[src/rtl/reset_sequencer.sv]
// Staged reset generator: synchronises reset requests, stretches them, then runs the
// memory initializer before releasing downstream stages in order. Optional init watchdog: RSTSEQ_TIMEOUT_EN.
module reset_sequencer #(
  parameter int N_SRC        = 2,
  parameter int HOLD_CYCLES  = 16,
  parameter int N_STAGES     = 3,
  parameter int STAGE_GAP    = 4,
  parameter int INIT_TIMEOUT = 8192
) (
  input  logic                clk,
  input  logic                reset_n,
  input  logic [N_SRC-1:0]    rst_req,
  input  logic                init_done,
  output logic                init_start,
  output logic                init_rst,
  output logic [N_STAGES-1:0] stage_rst,
  output logic                busy,
  output logic [N_SRC-1:0]    cause,
  output logic                timeout_err
);

  localparam logic [1:0] ST_HOLD    = 2'd0;
  localparam logic [1:0] ST_INIT    = 2'd1;
  localparam logic [1:0] ST_RELEASE = 2'd2;
  localparam logic [1:0] ST_RUN     = 2'd3;

  localparam int HOLD_W   = $clog2(HOLD_CYCLES) + 1;
  localparam int LAST_GAP = (N_STAGES - 1) * STAGE_GAP;
  localparam int GAP_W    = $clog2(LAST_GAP) + 1;

  localparam logic [HOLD_W-1:0] HOLD_LAST = HOLD_W'(HOLD_CYCLES - 1);
  localparam logic [GAP_W-1:0]  GAP_LAST  = GAP_W'(LAST_GAP);

  logic [N_SRC-1:0]    req_meta_p0;
  logic [N_SRC-1:0]    req_s;
  logic                req_any;

  logic [1:0]          state;
  logic [1:0]          state_nxt;
  logic [HOLD_W-1:0]   hold_cnt;
  logic [HOLD_W-1:0]   hold_nxt;
  logic [GAP_W-1:0]    gap_cnt;
  logic [GAP_W-1:0]    gap_nxt;
  logic [N_STAGES-1:0] stage_nxt;
  logic                timeout_hit;

  // Stage k is released once the gap counter has covered k gaps.
  function automatic logic [N_STAGES-1:0] release_mask(input logic [GAP_W-1:0] gap);
    logic [N_STAGES-1:0] m;
    m = '0;
    for (int k = 0; k < N_STAGES; k++) begin
      m[k] = (int'(gap) >= k * STAGE_GAP);
    end
    return m;
  endfunction

  // Request synchroniser, stage 0 (metastability) and stage 1 (req_s)
  always_ff @(posedge clk) begin
    if (!reset_n) begin
      req_meta_p0 <= '0;
      req_s       <= '0;
    end else begin
      req_meta_p0 <= rst_req;
      req_s       <= req_meta_p0;
    end
  end

  assign req_any = |req_s;

  always_comb begin
    state_nxt = state;
    hold_nxt  = hold_cnt;
    gap_nxt   = gap_cnt;
    case (state)
      ST_HOLD: begin
        if (req_any) begin
          hold_nxt = '0;
        end else if (hold_cnt == HOLD_LAST) begin
          state_nxt = ST_INIT;
          hold_nxt  = '0;
        end else begin
          hold_nxt = hold_cnt + 1'b1;
        end
      end
      ST_INIT: begin
        if (req_any) begin
          state_nxt = ST_HOLD;
        end else if (init_done || timeout_hit) begin
          state_nxt = (LAST_GAP == 0) ? ST_RUN : ST_RELEASE;
          gap_nxt   = '0;
        end
      end
      ST_RELEASE: begin
        if (req_any) begin
          state_nxt = ST_HOLD;
        end else begin
          if (gap_cnt != GAP_LAST) gap_nxt = gap_cnt + 1'b1;
          if (gap_nxt == GAP_LAST) state_nxt = ST_RUN;
        end
      end
      default: begin
        if (req_any) state_nxt = ST_HOLD;
      end
    endcase
    if (state_nxt != ST_HOLD) hold_nxt = '0;
    if (state_nxt != ST_RELEASE) gap_nxt = '0;
  end

  always_comb begin
    case (state_nxt)
      ST_RELEASE: stage_nxt = ~release_mask(gap_nxt);
      ST_RUN:     stage_nxt = '0;
      default:    stage_nxt = '1;
    endcase
  end

  // Registered FSM state, counters and outputs
  always_ff @(posedge clk) begin
    if (!reset_n) begin
      state      <= ST_HOLD;
      hold_cnt   <= '0;
      gap_cnt    <= '0;
      init_rst   <= 1'b1;
      stage_rst  <= '1;
      init_start <= 1'b0;
      busy       <= 1'b1;
      cause      <= '0;
    end else begin
      state      <= state_nxt;
      hold_cnt   <= hold_nxt;
      gap_cnt    <= gap_nxt;
      init_rst   <= (state_nxt == ST_HOLD);
      stage_rst  <= stage_nxt;
      init_start <= (state == ST_HOLD) && (state_nxt == ST_INIT);
      busy       <= (state_nxt != ST_RUN);
      if (state_nxt == ST_HOLD) begin
        cause <= (state == ST_HOLD) ? (cause | req_s) : req_s;
      end
    end
  end

`ifdef RSTSEQ_TIMEOUT_EN
  localparam int INIT_W = $clog2(INIT_TIMEOUT) + 1;
  localparam logic [INIT_W-1:0] INIT_LAST = INIT_W'(INIT_TIMEOUT - 1);

  logic [INIT_W-1:0] init_cnt;

  assign timeout_hit = (state == ST_INIT) && !init_done && (init_cnt == INIT_LAST);

  always_ff @(posedge clk) begin
    if (!reset_n) begin
      init_cnt <= '0;
    end else if ((state == ST_INIT) && (state_nxt == ST_INIT)) begin
      if (init_cnt != INIT_LAST) init_cnt <= init_cnt + 1'b1;
    end else begin
      init_cnt <= '0;
    end
  end

  // Only a forced release counts as a timeout; a competing request wins the cycle.
  always_ff @(posedge clk) begin
    if (!reset_n) begin
      timeout_err <= 1'b0;
    end else if (timeout_hit && !req_any) begin
      timeout_err <= 1'b1;
    end
  end
`else
  logic unused_timeout_cfg;

  // INIT_TIMEOUT only matters when the watchdog is built.
  assign unused_timeout_cfg = ^INIT_TIMEOUT;
  assign timeout_hit        = 1'b0;
  assign timeout_err        = 1'b0;
`endif

endmodule

[config.mk]
export PLATFORM = sky130hd
export DESIGN_NAME = reset_sequencer
export DESIGN_NICKNAME = d
export VERILOG_FILES = /design/src/rtl/reset_sequencer.sv
export SDC_FILE = /design/constraint.sdc
export NUM_CORES = 1
export LEC_CHECK = 0
export BUFFER_PORTS_ARGS = -buffer_cell sky130_fd_sc_hd__buf_2
export CAP_MARGIN = 20
export CORE_MARGIN = 2
export CORE_UTILIZATION = 50
export DETAILED_ROUTE_END_ITERATION = 12
export HOLD_SLACK_MARGIN = 0.15
export PLACE_DENSITY = 0.71
export RECOVER_POWER = 100
export SYNTH_ARGS = -nofsm -noshare
export SYNTH_HDL_FRONTEND = slang
export SYNTH_SLANG_ARGS = --single-unit
[constraint.sdc]
create_clock -name clk -period 2.9 [get_ports clk]
set_input_delay 0.29 -clock clk [delete_from_list [all_inputs] [get_ports clk]]
set_output_delay 0.29 -clock clk [all_outputs]
set_load 0.01 [all_outputs]
==> results of run 1 <==
-- registers in the layout (all words and copies together) (netlist names) --
register	cells
gap_cnt	4
busy	1
req_meta_p0	2
stage_rst	3
init_rst	1
hold_cnt	5
req_s	2
state	2
cause	2
init_start	1
-- report_power, final --
group	total, mW	switching [mW]	internal (mW)
clock	0.138	0.0867	0.0513
sequential	0.329	0.00543	0.323
combinational	0.0306	0.0185	0.0121
total	0.497	0.111	0.387
-- path summary, 6_finish.rpt --
check | start | end | slack [ns] | cells after the start
setup / recovery | gap_cnt[0]$_SDFF_PN0_ | cause[0]$_SDFFE_PN0N_ | 0.51 | 8
hold / removal | rst_req[0] | req_meta_p0[0]$_SDFF_PN0_ | 0.19 | 2
setup reg to reg | gap_cnt[0]$_SDFF_PN0_ | cause[0]$_SDFFE_PN0N_ | 0.51 | 8
hold reg to reg | req_meta_p0[1]$_SDFF_PN0_ | req_s[1]$_SDFF_PN0_ | 0.45 | 1
-- cells by family after synthesis --
family                     count (synthesis)  share of synthesized area, %
adders and majority gates                  7                         7.502
xor gates and xnor gates                   1                        0.7504
DFF                                       23                         39.44
other                                      1                        0.3212
and+or+nand+nor                           54                         24.55
buffers and inverters                     14                         5.573
AOI/OAI and AO/OA                         37                         21.87
-- layout make-up --
class	instances	area, um2	share of cell area, %
multi-input combinational	100	623.1	50.71
sequential	23	460.4	37.47
timing repair buffer	12	48.80	3.971
tap	28	35.03	2.851
inverter	9	33.78	2.749
clock buffer	3	22.52	1.833
clock inverter	1	5.005	0.4073
-- worst max-delay path: stages (launching register included) --
cell and delay, ns:
dfxtp_1 0.39, inv_1 0.12, ha_1 0.15, nand2_1 0.11
o31a_1 0.26, a211o_1 0.34, o41a_2 0.51, nand2b_1 0.25
o22ai_1 0.13
-- cells in the final DEF, fill, tap and decap left out, types with 4 or more instances in the layout --
master    instances
nor3_1            7
inv_1             9
ha_1              7
nand2_1          11
nor2_1           10
o21ai_0           8
and2_1            5
a21oi_1          10
o22ai_1           4
dfxtp_1          23
nand3_1           5
clkbuf_1          9
-- per-stage QoR --
step / power (mW) / utilization, % / instance area (um2)
floorplan: 0.3577 / - / 1167
global placement: 0.3656 / 55.66 / 1231
detailed placement: 0.3669 / 55.66 / 1231
CTS: 0.5025 / 56.90 / 1259
global route: 0.5197 / 55.54 / 1229
finish: 0.4973 / 55.54 / 1229
-- per-layer routing --
layer,global-route usage (%),share of wire [%],wire length [um]
met3,2.857,2.4,54
met4,6.410,0.70,16
met1,22.24,49,1112
met2,32.71,48,1097
met5,0,0,0
==> metrics.txt, run 1 <==
status finished clean; RSZ-0062 raised after global routing no; antenna cells 0; Setup Buffers After CTS 0; IO Pins 14; hold buffers post-CTS 0; clock latency on the worst-skew pair 0.30 ns; peak fanout along the critical path 8; yosys warns 0; initial DRC count 22; clock sink total 23; part of the Yosys area used for sequential elements 39.44%; startpoint class of the critical path register; first-pass GRT wire length 3788 um; Final period util 82.53%; Synth area leader dfxtp_1; pre-CTS WS 0.6852 ns; CTS tree yes; routed length per instance 12.95 um; die span in y 52.32 um; fin worst setup slack 0.5066 ns; initial core utilization 52.77%; largest net degree at the start of global routing 14; Hold Path Class input port to register; P&R area growth vs syn 5.252%; critical path required time 3.08 ns; post-synthesis cell type count 41; Worst EP arrival 2.57 ns; Total GRT Usage 18.41%; Synthesized Nets 149; hold slack 0.1877 ns; residual DRC count 0; min cycle time layout 2.393 ns; cts repair resizes 0; PD cells 404.7 nW/um2; TritonCTS Buffers 3; CP endpoint kind register; antenna-violating nets left 0; ys async rst share 0%; Slew Limit Headroom 63.84%; Hold Fails Final Rpt 0; port bufs 12; share of Yosys cell area claimed by the top area cell type 39.44%; Finished Layout Cells 176; ranking of synthesized cells by area dfxtp_1, ha_1, a21oi_1, o21ai_0, nand2_1; Core ar. 2212 um2; Slew @ Worst Pin 0.5404 ns; Cells after Synth 137; VDD IR-drop max 0.0003380 V; Reg clk slew, reported paths 0.12 ns; Synth Cell Area 1167 um2; Detailed Route WL 2280 um; die width 52.32 um; Core Rows 17; gr ovfl total 0; Die ar. 2737 um2; EDFF count, synth 0; Layout fillers 228; synthesis-stage register bit count 23; Max Clk Rate 0.4178 GHz; clk buf depth 2; drt pass-1 iters 4; Mean Syn Cell Area 8.521 um2; layout cell share with drive strength beyond 1 8.108%; H-tree levels 1; Max Cap Viol 0; nets@finish 161; most common cell in the netlist dfxtp_1; Slew Limit Fails 0; vias post-DR 1,011; vias in the first global route 918; Root Driver clkbuf_4; post-DP HPWL 1772 um; vias per inst 5.744; clk_skew 0.005196 ns; final setup violation count 0; critical path class register to register; TNS Setup 0 ns; routability congestion estimate 0.8302; antenna violations before repair 0; Placed Instances 172; Leakage 0.4616 nW; most instantiated cells after synthesis dfxtp_1, a21oi_1, nand2_1, nor2_1, inv_1; most common flop cell mapped by yosys dfxtp_1
(Power assumes the default switching activity.)
==> run 2: changes to the inputs <==
--- a/config.mk
+++ b/config.mk
@@ -11,7 +11,7 @@
 export CORE_UTILIZATION = 50
 export DETAILED_ROUTE_END_ITERATION = 12
 export HOLD_SLACK_MARGIN = 0.15
-export PLACE_DENSITY = 0.71
+export PLACE_DENSITY = 0.74
 export RECOVER_POWER = 100
 export SYNTH_ARGS = -nofsm -noshare
 export SYNTH_HDL_FRONTEND = slang
==> constraint.sdc (replaced) <==
create_clock -name clk -period 1.93 [get_ports clk]
set_input_delay 0.193 -clock clk [delete_from_list [all_inputs] [get_ports clk]]
set_output_delay 0.193 -clock clk [all_outputs]
set_load 0.01 [all_outputs]
==> run 2 against run 1 <==
  * Fmax rose by 21%
  * Core utilization rose by 13 points
  * Sequential power rose by 49%
  * Critical path type unchanged
  * Sequential share of layout area fell by 6.4 points
  * The run now ends with negative setup slack left
  * Combinational power rose by 82%
  * Highest routed layer unchanged
  * Critical endpoint is now cause[1]$_SDFFE_PN0N_
==> metrics.txt, run 2 (synthesized netlist as in run 1, its figures left out) <==
status finished with violations; failing checks negative setup slack; critical path class register to register; Design Area, Final 1518 um2; IO Pins 14; Max Clk Rate 0.5053 GHz; Placed Instances 187; Layout fillers 182; Top Registers hold_cnt: 5 flops, gap_cnt: 4 flops, stage_rst: 3 flops; Reg2Reg Setup Slack -0.05 ns; CTS tree yes; die span in y 52.32 um; antenna-violating nets left 0; clk_skew 0.009552 ns; Gate power share 7.4%; P&R area growth vs syn 30.01%; Detailed Route WL 2904 um; Internal 584.4 uW; VDD IR-drop max 0.0006554 V; commonest non-fill, non-tap cell in the layout buf_4; crit path from gap_cnt[0]$_SDFF_PN0_; clock sink total 23; critical path's slowest cell o41a_4; Core Rows 17; vias per inst 5.784; CP endpoint kind register; cell count of the worst reg-to-reg path 8; Total GRT Usage 21.58%; most flop-heavy register hold_cnt; r2r startpoint gap_cnt[0]$_SDFF_PN0_; routability congestion estimate 0.8447; Die ar. 2737 um2; final setup violation count 9; layout cell share with drive strength beyond 1 30.99%; nets@finish 184; RSZ-0062 raised after global routing yes; clock latency on the worst-skew pair 0.30 ns; antenna cells 0; TritonCTS Buffers 3; Finished Layout Cells 199; Hold Path Class register to register; peak fanout along the critical path 8; PD cells 499.0 nW/um2; Cell Chain, Critical Path inv_4 > ha_4 > nand2_4 > o31a_1 > a211o_1 > o41a_4 > nand2b_4 > o22ai_2; crit path buf inv count 1; Final period util 102.5%; Worst EP arrival 2.16 ns; Leakage 0.5928 nW; die width 52.32 um; capture point of the worst path cause[1]$_SDFFE_PN0N_; min cycle time layout 1.979 ns; largest net degree at the start of global routing 14; most frequent cells in the layout buf_4, dfxtp_1, nand2_1; P_sw 172.9 uW; CP Depth 8; vias post-DR 1,151; clk buf depth 2; startpoint class of the critical path register; critical path required time 2.11 ns; first-pass GRT wire length 4485 um; Core ar. 2212 um2; Hold Fails Final Rpt 0; antenna violations before repair 0; Reg-to-Reg End cause[1]$_SDFFE_PN0N_; Reg clk slew, reported paths 0.12 ns; H-tree levels 1; initial core utilization 52.77%; post-DP HPWL 1997 um; placed cell areas 1370 um2; vias in the first global route 1,071; fin worst setup slack -0.04903 ns; residual DRC count 0; initial DRC count 22; Slew Limit Fails 0; Root Driver clkbuf_4; Crit path max-delay family compound AO/OA/AOI/OAI gates; Flop pwr share 64.8%; CP peak stage delay 0.42 ns; drt pass-1 iters 5; Max Cap Viol 0; Clk pwr share 27.8%; gr ovfl total 0; switch share 22.83%; Hold Crit Start req_meta_p0[1]$_SDFF_PN0_; max FFs per register 5; routed length per instance 14.59 um; port bufs 12
-- run 2: changes by cell type in the layout (fill, tap and decap cells not counted), sizes merged --
| cell | delta |
|---|---|
| dlygate4sd3 | +3 |
| buf | +20 |
-- run 2: through the flow --
step                      power (mW)  worst slack [ns]  hold slack (ns)  setup TNS (ns)  utilization (%)
after CTS                     0.7607         -0.003389           0.4518       -0.006660            67.02
after global routing          0.7922           -0.1059           0.4473         -0.9300            68.61
after global placement        0.5498          -0.05326           0.4016         -0.2430            61.93
after detailed placement      0.5524           -0.1171           0.4035         -0.6131            61.93
after floorplan               0.5360          0.006398           0.3203               0                -
final                         0.7573          -0.04903           0.4378         -0.1746            68.61
-- run 2: timing repair --
item / 4_1_cts / 5_1_grt
cloned: 0 / 0
hold endpoints to repair: 3 / 0
gates resized for setup: 9 / 11
hold buffers: 3 / 0
setup buffers: 3 / 2
pin swaps: 3 / 5
endpoints found under the setup margin: 12 / 16
-- run 2: worst register-to-register path, stage by stage (launching register included) --
cell	delay [ns]
dfxtp_4	0.39
inv_4	0.06
ha_4	0.14
nand2_4	0.05
o31a_1	0.24
a211o_1	0.33
o41a_4	0.42
nand2b_4	0.14
o22ai_2	0.10
-- run 2: how the worst min path moves through the flow --
stage / endpoint / cells past startpoint
finish: req_s[1]$_SDFF_PN0_ / 1
global route: req_s[1]$_SDFF_PN0_ / 1
CTS: req_s[1]$_SDFF_PN0_ / 1
detailed placement: req_meta_p0[1]$_SDFF_PN0_ / 2
floorplan: req_meta_p0[0]$_SDFF_PN0_ / 1
global placement: req_meta_p0[1]$_SDFF_PN0_ / 2
-- run 2: final cells by class --
| cell class | instances | area, um2 | area share, % |
|---|---|---|---|
| Multi-Input combinational cell | 100 | 715.7 | 47.16 |
| Sequential cell | 23 | 471.7 | 31.08 |
| Timing Repair Buffer | 35 | 229.0 | 15.09 |
| Inverter | 9 | 38.79 | 2.556 |
| Tap cell | 28 | 35.03 | 2.308 |
| Clock buffer | 3 | 22.52 | 1.484 |
| Clock inverter | 1 | 5.005 | 0.3298 |
-- run 2: metal layers --
layer	part of all wire [%]	up-vias	wire (um)	track usage, %
met5	0	-	0	0
met4	1.4	0	42	7.692
met3	4.0	6	117	2.286
met2	50	41	1459	38.33
met1	44	549	1285	26.69
li1	-	555	-	-
-- run 2: power groups by stage --
stage | logic (mW) | registers [mW] | clock network [mW]
final | 0.0557 | 0.491 | 0.211
after global routing | 0.0633 | 0.492 | 0.237
after CTS | 0.0546 | 0.492 | 0.214
after detailed placement | 0.0499 | 0.503 | 0
after global placement | 0.0477 | 0.502 | 0
after floorplan | 0.0343 | 0.502 | 0
==> run 3: changes to the inputs <==
--- a/config.mk
+++ b/config.mk
@@ -8,10 +8,11 @@
 export BUFFER_PORTS_ARGS = -buffer_cell sky130_fd_sc_hd__buf_2
 export CAP_MARGIN = 20
 export CORE_MARGIN = 2
-export CORE_UTILIZATION = 50
+export CORE_UTILIZATION = 45
 export DETAILED_ROUTE_END_ITERATION = 12
+export GPL_TIMING_DRIVEN = 0
 export HOLD_SLACK_MARGIN = 0.15
-export PLACE_DENSITY = 0.74
+export PLACE_DENSITY = 0.68
 export RECOVER_POWER = 100
 export SYNTH_ARGS = -nofsm -noshare
 export SYNTH_HDL_FRONTEND = slang
==> run 3 against run 2 <==
  * The flow still finishes with violations (negative setup slack)
  * Clock-buffer cell count is the same
  * Largest cell class unchanged
  * Critical path depth is the same
  * Wire length grew 8.7%
  * Critical path type unchanged
  * Sequential cell count is the same
  * Power grew 1.3%
  * Cell area grew 8.6%
  * Core utilization shrank 2.1 points
  * Register-to-register slack lost 0.03 ns
  * Clock skew shrank 0.0083 ns
  * Non-clock buffer count shrank 2
  * First-iteration DRC count grew 55%
==> metrics.txt, run 3 (synthesized netlist as in run 1, its figures left out) <==
Hold Fails Final Rpt 0; vias in the first global route 1,014; max FFs per register 5; final setup violation count 9; Internal 584.2 uW; P_sw 182.9 uW; critical path class register to register; Total GRT Usage 21.04%; Die ar. 3017 um2; layout cell share with drive strength beyond 1 45.56%; most frequent cells in the layout dfxtp_1, buf_4, buf_2, a21oi_1; antenna cells 0; antenna-violating nets left 0; Top Registers hold_cnt: 5 flops, gap_cnt: 4 flops, stage_rst: 3 flops; CP endpoint kind register; TritonCTS Buffers 3; post-DP HPWL 1740 um; Final period util 104.1%; Max Clk Rate 0.4979 GHz; RSZ-0062 raised after global routing yes; vias per inst 5.784; die span in y 54.93 um; Reg clk slew, reported paths 0.12 ns; critical path required time 2.14 ns; Worst EP arrival 2.22 ns; most flop-heavy register hold_cnt; IO Pins 14; first-pass GRT wire length 4512 um; P&R area growth vs syn 41.16%; fin worst setup slack -0.07846 ns; Detailed Route WL 3157 um; routed length per instance 15.86 um; PD cells 465.5 nW/um2; Core ar. 2477 um2; switch share 23.84%; Clk pwr share 28.4%; clk buf depth 2; hold slack 0.1800 ns; clock sink total 23; CTS tree yes; largest net degree at the start of global routing 14; die width 54.93 um; gr ovfl total 0; Max Cap Viol 0; register area 473.0 um2; H-tree levels 1; Core Rows 18; port bufs 11; nets@finish 182; Finished Layout Cells 199; Flop pwr share 63.8%; antenna violations before repair 0; failing checks negative setup slack; residual DRC count 0; initial DRC count 34; Hold Path Class input port to register; drt pass-1 iters 5; commonest non-fill, non-tap cell in the layout dfxtp_1; startpoint class of the critical path register; Layout fillers 216; area of the multi-input gates 834.6 um2; Placed Instances 178; VDD IR-drop max 0.0004659 V; routability congestion estimate 0.8593; vias post-DR 1,151; clock latency on the worst-skew pair 0.30 ns; Root Driver clkbuf_4; initial core utilization 47.12%; clk_skew 0.001288 ns; status finished with violations; min cycle time layout 2.008 ns; Leakage 0.6231 nW; TNS Setup -0.2131 ns; peak fanout along the critical path 3; Gate power share 7.7%; Slew Limit Fails 0; pre-CTS WS -0.3135 ns
## run 3: changes by cell type in the layout (fill, tap and decap cells not counted), sizes merged
cell | previous run | this run
clkbuf | 12 | 4
buf | 23 | 30
dlygate4sd3 | 3 | 2
## run 3: through the flow
step | utilization [%] | cell area (um2) | power [mW]
2_1_floorplan | - | 1194 | 0.5360
5_1_grt | 66.52 | 1648 | 0.8022
6_report | 66.52 | 1648 | 0.7671
3_5_place_dp | 51.92 | 1286 | 0.5502
4_1_cts | 60.45 | 1498 | 0.7704
3_3_place_gp | 51.92 | 1286 | 0.5494
## run 3: what timing repair did
action,in CTS,in global routing
hold buffers,2,0
hold endpoints to repair,2,0
pin swaps,12,9
endpoints found under the setup margin,17,17
resized for setup,25,24
setup buffers,11,6
## run 3: worst paths after layout
check                                               start                       to  slack [ns]  cells past startpoint
worst max register to register        state[1]$_SDFF_PN0_  stage_rst[1]$_SDFF_PN1_       -0.08                      8
worst min register to register  req_meta_p0[0]$_SDFF_PN0_      req_s[0]$_SDFF_PN0_        0.45                      1
worst max-delay path                  state[1]$_SDFF_PN0_  stage_rst[1]$_SDFF_PN1_       -0.08                      8
worst min-delay path                              reset_n      init_rst$_SDFF_PN1_        0.18                      2
## run 3: critical path, cell delays in order (launching register included)
cell and delay [ns]:
dfxtp_4 0.39, inv_6 0.07, ha_4 0.14, or3b_4 0.37, o211ai_1 0.17, a31oi_4 0.19
a211oi_4 0.26, inv_1 0.11, a31o_2 0.22
## run 3: routing by layer
layer / vias up / GRT usage [%] / share of wire [%]
met1: 575 / 25.42 / 41
li1: 550 / - / -
met2: 24 / 35.91 / 55
met3: 2 / 3.763 / 3.1
met4: 0 / 10.16 / 0.63
met5: - / 0 / 0
## run 3: area by class of cell
type                            count  share of cell area [%]
Buffer                              3                  0.9871
Clock buffer                        3                   1.367
Clock inverter                      1                  0.3037
Inverter                            9                   2.506
Multi-Input combinational cell    100                   50.65
Sequential cell                    23                   28.70
Tap cell                           30                   2.278
Timing Repair Buffer               30                   13.21
## run 3: power groups by stage
stage	clock network, mW	logic (mW)	registers, mW
6_report	0.218	0.0592	0.490
3_3_place_gp	0	0.0475	0.502
5_1_grt	0.245	0.0659	0.492
3_5_place_dp	0	0.0479	0.502
2_1_floorplan	0	0.0343	0.502
4_1_cts	0.226	0.0550	0.489
